`src/rtl/ascon_pack.sv`:
```
// Shared ASCON package: word-serializer geometry constants and FSM state type.
// Contents:
//   SER_DATA_W / SER_WORD_W / SER_NWORDS - default serializer geometry
//   ser_state_t                          - serializer FSM state encoding
package ascon_pack;

  localparam int unsigned SER_DATA_W = 128;
  localparam int unsigned SER_WORD_W = 32;
  localparam int unsigned SER_NWORDS = SER_DATA_W / SER_WORD_W;

  typedef enum logic {
    SER_IDLE = 1'b0,
    SER_SEND = 1'b1
  } ser_state_t;

endpackage : ascon_pack

```
`src/rtl/ascon_word_counter.sv`:
```
// Modulo-NWORDS word index counter with enable and terminal-count flag.
// Ports:
//   clock_i  - system clock, rising edge
//   reset_i  - synchronous active-high reset (count returns to 0)
//   en_i     - advance the count by one (wraps to 0 from NWORDS-1)
//   count_o  - current index, $clog2(NWORDS) bits
//   tc_o     - count_o == NWORDS-1
module ascon_word_counter #(
  parameter int unsigned NWORDS = 4,
  parameter int unsigned CNT_W  = $clog2(NWORDS)
) (
  input  logic             clock_i,
  input  logic             reset_i,
  input  logic             en_i,
  output logic [CNT_W-1:0] count_o,
  output logic             tc_o
);

  logic [CNT_W-1:0] count_q;
  logic [CNT_W-1:0] count_d;
  logic             tc;

  assign tc = (count_q == CNT_W'(NWORDS - 1));

  // Next count: wrap on the terminal value so the index never exceeds NWORDS-1.
  always_comb begin
    count_d = count_q;
    if (en_i) begin
      count_d = tc ? '0 : count_q + CNT_W'(1);
    end
  end

  always_ff @(posedge clock_i) begin
    if (reset_i) begin
      count_q <= '0;
    end else begin
      count_q <= count_d;
    end
  end

  assign count_o = count_q;
  assign tc_o    = tc;

endmodule : ascon_word_counter

```
`src/rtl/ascon_word_serializer128.sv`:
```
// Serializes a DATA_W-bit value into DATA_W/WORD_W words, MSB word first,
// over a valid/ready handshake.
// Ports:
//   clock_i       - system clock, rising edge
//   reset_i       - synchronous active-high reset; aborts any transfer
//   load_i/data_i - capture request and parallel value (taken only when idle)
//   load_ready_o  - idle and able to accept a load
//   word_o        - current output word
//   valid_o       - word_o valid
//   ready_i       - downstream accepts word_o
//   last_o        - word_o is the final word of the block (qualified by valid_o)
//   done_o        - one-cycle pulse after the final word is accepted
// Build option:
//   ASCON_SERIALIZER_ZEROIZE_EN - clear the store after the final handshake and
//                                 force word_o to 0 while not valid.
module ascon_word_serializer128
  import ascon_pack::*;
#(
  parameter int unsigned DATA_W = SER_DATA_W,
  parameter int unsigned WORD_W = SER_WORD_W
) (
  input  logic              clock_i,
  input  logic              reset_i,
  input  logic              load_i,
  input  logic [DATA_W-1:0] data_i,
  output logic              load_ready_o,
  output logic [WORD_W-1:0] word_o,
  output logic              valid_o,
  input  logic              ready_i,
  output logic              last_o,
  output logic              done_o
);

  localparam int unsigned NWORDS = DATA_W / WORD_W;
  localparam int unsigned CNT_W  = $clog2(NWORDS);

  ser_state_t                     state_q, state_d;
  logic [NWORDS-1:0][WORD_W-1:0]  store_q, store_d;
  logic                           done_q, done_d;

  logic [CNT_W-1:0] index;
  logic             index_tc;
  logic             cnt_en;
  logic             handshake;
  logic             final_hs;
  logic [WORD_W-1:0] word_sel;

  // Word index; only advances on accepted words, so it is 0 whenever idle.
  ascon_word_counter #(
    .NWORDS (NWORDS),
    .CNT_W  (CNT_W)
  ) u_word_counter (
    .clock_i (clock_i),
    .reset_i (reset_i),
    .en_i    (cnt_en),
    .count_o (index),
    .tc_o    (index_tc)
  );

  assign handshake = (state_q == SER_SEND) && ready_i;
  assign final_hs  = handshake && index_tc;

  // State register.
  always_ff @(posedge clock_i) begin
    if (reset_i) begin
      state_q <= SER_IDLE;
      store_q <= '0;
      done_q  <= 1'b0;
    end else begin
      state_q <= state_d;
      store_q <= store_d;
      done_q  <= done_d;
    end
  end

  // Next-state logic.
  always_comb begin
    state_d = state_q;
    unique case (state_q)
      SER_IDLE: if (load_i)   state_d = SER_SEND;
      SER_SEND: if (final_hs) state_d = SER_IDLE;
      default:                state_d = SER_IDLE;
    endcase
  end

  // Output / datapath control decoded from the registered state.
  always_comb begin
    load_ready_o = 1'b0;
    valid_o      = 1'b0;
    cnt_en       = 1'b0;
    done_d       = 1'b0;
    store_d      = store_q;
    unique case (state_q)
      SER_IDLE: begin
        load_ready_o = 1'b1;
        if (load_i) store_d = data_i;
      end
      SER_SEND: begin
        valid_o = 1'b1;
        cnt_en  = ready_i;
        done_d  = final_hs;
`ifdef ASCON_SERIALIZER_ZEROIZE_EN
        if (final_hs) store_d = '0;
`endif
      end
      default: ;
    endcase
  end

  // Word 0 is the most significant slice of the store.
  assign word_sel = store_q[CNT_W'(NWORDS - 1) - index];

`ifdef ASCON_SERIALIZER_ZEROIZE_EN
  assign word_o = valid_o ? word_sel : '0;
`else
  assign word_o = word_sel;
`endif

  assign last_o = valid_o && index_tc;
  assign done_o = done_q;

endmodule : ascon_word_serializer128

```
`config.mk`:
```
export PLATFORM = sky130hd
export DESIGN_NAME = ascon_word_serializer128
export DESIGN_NICKNAME = d
export VERILOG_FILES = /design/src/rtl/ascon_pack.sv /design/src/rtl/ascon_word_counter.sv /design/src/rtl/ascon_word_serializer128.sv
export SDC_FILE = /design/constraint.sdc
export NUM_CORES = 1
export LEC_CHECK = 0
export ABC_AREA = 1
export ABC_CLOCK_PERIOD_IN_PS = 1400
export BUFFER_PORTS_ARGS = -buffer_cell sky130_fd_sc_hd__buf_4
export CORE_ASPECT_RATIO = 0.6
export CORE_MARGIN = 3
export CORE_UTILIZATION = 40
export CTS_CLUSTER_DIAMETER = 40
export DETAILED_ROUTE_END_ITERATION = 16
export PLACE_DENSITY = 0.62
export SYNTH_ARGS = -nofsm -noshare
export SYNTH_HDL_FRONTEND = slang
export SYNTH_SLANG_ARGS = --single-unit
```
`constraint.sdc`:
```
create_clock -name clock_i -period 1.4 [get_ports clock_i]
set_clock_uncertainty 0.2 [all_clocks]
set_input_delay 0.21 -clock clock_i [delete_from_list [all_inputs] [get_ports clock_i]]
set_output_delay 0.21 -clock clock_i [all_outputs]
set_load 0.03 [all_outputs]
```
==> impl_metrics.env <==
export IMPL_antenna_left=0
export IMPL_drc_errors=0
export IMPL_wl_met2_microns=12900
export IMPL_worst_slew_pin_slew_ns=0.377
export IMPL_fp_dieArea_sq_um=18900
export IMPL_hp_start="load_i"
export IMPL_pin_count=168
export IMPL_synth_seq_area_share_pct=38.2
export IMPL_report_final_hold_viol_count=0
export IMPL_synth_seq_cells=132
export IMPL_grt_antenna_before_repair=3
export IMPL_synth_adder_area_share_pct=0.181
export IMPL_syn_cell_area_sq_um=6910
export IMPL_grt_pass1_vias=7187
export IMPL_coreArea_sq_um=16600
export IMPL_final_cells=1633
export IMPL_power_uw=12800
export IMPL_avgViaCountPerCell=5.05
export IMPL_highest_layer="met5"
export IMPL_die_h_microns=108
export IMPL_powerDensity_nw_per_um2=1010
export IMPL_r2r_end="store_q[100]"
export IMPL_hold_worst_slack_ns=0.210
export IMPL_clk_path_buf_depth=2
export IMPL_vias=8244
export IMPL_outcome="finished, violations left"
export IMPL_async_reset_ff_share_pct=0
export IMPL_pre_cts_ws_ns=-0.186
export IMPL_r2r_start="state_q"
export IMPL_crit_slowest_cell="dfxtp_4"
export IMPL_cpMostUsedCell="buf_6"
export IMPL_wl_per_cell_microns=18.7
export IMPL_ys_types=15
export IMPL_synth_xor_area_share_pct=0
export IMPL_drt_pre_antenna_iters=5
export IMPL_cp_max_fo=7
export IMPL_critPathMaxStageDelay_ns=0.41
export IMPL_synth_compound_area_share_pct=0.217
export IMPL_synth_most_common_cell="nand2_1"
export IMPL_m1WireLength_microns=14100
export IMPL_fillers=1139
export IMPL_area_delta_synth_final_pct=83.9
export IMPL_die_w_microns=176
export IMPL_rsz0062_at_grt="true"
export IMPL_synthMuxAreaShare_pct=0
export IMPL_nets=1525
export IMPL_synth_top_area_share_pct=38.2
export IMPL_yosys_top_cells_area="dfxtp_1 (38%), nand2_1 (14%), nor2_1 (14%)"
export IMPL_place_congestion=0.898
export IMPL_fin_ws_ns=-0.643
export IMPL_htreeDepth=4
export IMPL_critPathKind="register to output port"
export IMPL_critPathLaunchType="register"
export IMPL_fmax_ghz=0.490
export IMPL_fp_row_count=36
export IMPL_synth_largest_area_cell="dfxtp_1"
export IMPL_setup_viol=155
export IMPL_yosysWarnings=0
export IMPL_maxSlewViolCount=0
export IMPL_path_clk_slew_ns=0.06
export IMPL_maxCapViolCount=0
export IMPL_drive_gt1_share_pct=35.9
export IMPL_synthFlopType="dfxtp_1"
export IMPL_cts_root_buffer="clkbuf_16"
export IMPL_portBuffers=167
export IMPL_clk_latency_ns=0.41
export IMPL_slew_limit_headroom_pct=74.9
export IMPL_start_util_pct=41.7
export IMPL_avgSynthCellArea_sq_um=6.51
export IMPL_yosys_area_share_simple_pct=49.9
export IMPL_design_area_sq_um=12700
export IMPL_synth_top_family_by_area="simple AND/OR/NAND/NOR gates"
export IMPL_rr_worst_depth=8
export IMPL_syn_nets=1194
export IMPL_arrival_ns=1.63
export IMPL_cts_num_sinks=132
export IMPL_fin_crit_sh_pct=146
export IMPL_grt_overflow_total=0
export IMPL_cts_buffers_inserted=17
export IMPL_rrSetupSlack_ns=-0.22
export IMPL_holdPathEnd="store_q[38]"
export IMPL_layout_min_cycle_time_ns=2.04
export IMPL_routed_wl_microns=30500
export IMPL_hold_class="input pin to register"
export IMPL_dpl_cell_area_sq_um=8830
export IMPL_grt_pass1_wl_microns=39900
export IMPL_synth_common_cells="nand2_1 (261), nor2_1 (258), dfxtp_1 (132), nand3b_1 (128), inv_1 (101)"
export IMPL_path_cells="buf_6 > buf_16 > or2_4 > nand3_2 > nand2_4 > buf_6"
export IMPL_cts_tree="built"
export IMPL_dp_cells=1414
export IMPL_wl_met3_microns=3170
export IMPL_grt_max_degree=71
export IMPL_ir_drop_mv=0.812
export IMPL_whs_path_depth=5
export IMPL_grt_usage_pct=26.9
export IMPL_leakagePower_uw=0.00580
export IMPL_dp_hpwl_microns=15600
export IMPL_synth_edf_count=0
export IMPL_drt_iter0_markers=749
export IMPL_violations="negative setup slack"
export IMPL_syn_inst=1061
export IMPL_cp_data_required_time_ns=0.99
export IMPL_cp_end_kind="output port"
what timing repair did:
action                                  in CTS  in global routing
buffers inserted                             9                 11
endpoints found under the setup margin      36                153
cloned                                       5                 31
hold buffers                               131                  0
pin swaps                                   20                 91
resized for setup                           85                177
hold endpoints to repair                   132                  0
kinds of logic after synthesis:
family,count (synthesis)
AOI/OAI and AO/OA,3
and+or+nand+nor,746
buffers and inverters,179
adders and majority gates,1
DFF,132
metrics by stage:
stage                     setup TNS [ns]  utilization [%]
after global placement             -4.63             53.3
after floorplan                    -1.20                -
after global routing              -36.44             76.7
final                             -29.55             76.7
after CTS                         -19.92             68.3
after detailed placement           -4.92             53.3
power breakdown:
group	total (uW)	switching, uW	internal, uW
clock network	4790	1770	3020
logic	3750	1820	1930
registers	4280	227	4050
worst max path at each step:
stage / end / slack, ns / start
floorplan: word_o[22] / -0.05 / u_word_counter.count_o[0]
global placement: word_o[28] / -0.18 / u_word_counter.count_o[0]
detailed placement: word_o[22] / -0.19 / u_word_counter.count_o[0]
CTS: word_o[0] / -0.62 / u_word_counter.count_o[0]
global route: word_o[10] / -0.68 / u_word_counter.count_o[0]
finish: word_o[10] / -0.64 / u_word_counter.count_o[0]
worst max-delay path, delay by kind of cell, from the launching register on:
family | cells | cell delay (ns)
flops | 1 | 0.41
buf+inv | 3 | 0.43
simple gates | 3 | 0.37
flip-flops by register name, summed over array words and instances, names as in the netlist:
name and cells:
store_q 128, state_q 1, done_o 1, u_word_counter.count_o 2
area by class of cell:
cell class | count | area [sq um] | share of cell area, %
clock buffer | 18 | 439 | 3.46
clock inverter | 12 | 179 | 1.41
timing repair buffer | 389 | 4350 | 34.2
inverter | 102 | 398 | 3.13
multi-input combinational | 750 | 4410 | 34.7
sequential | 132 | 2650 | 20.9
antenna | 2 | 5.00 | 0.0394
tap | 228 | 285 | 2.24
routing by layer:
metal | up-vias | track usage, %
met1 | 3863 | 42.1
met4 | 2 | 4.46
met5 | - | 0
met2 | 409 | 37.2
met3 | 42 | 6.10
li1 | 3928 | -
layout by cell type (no fill, tap or decap), types with 3 or more instances in the layout:
cell | synthesis | routed
buf_12 | 0 | 21
dlygate4sd3_1 | 0 | 131
buf_16 | 0 | 10
dfxtp_1 | 132 | 129
nand3b_1 | 128 | 128
nor2_1 | 258 | 173
nor2_4 | 0 | 32
buf_6 | 11 | 43
nand3_1 | 67 | 22
nand2_4 | 0 | 21
buf_8 | 0 | 7
bufinv_16 | 0 | 4
or2_4 | 0 | 20
nand3_4 | 0 | 8
clkbuf_16 | 0 | 41
nand3_2 | 0 | 37
nor2_2 | 0 | 53
buf_4 | 1 | 153
inv_1 | 101 | 99
a21oi_1 | 3 | 3
nand2_2 | 0 | 27
or2_2 | 32 | 12
nand2_1 | 261 | 213
No activity file was read; power rests on OpenSTA's default activity.
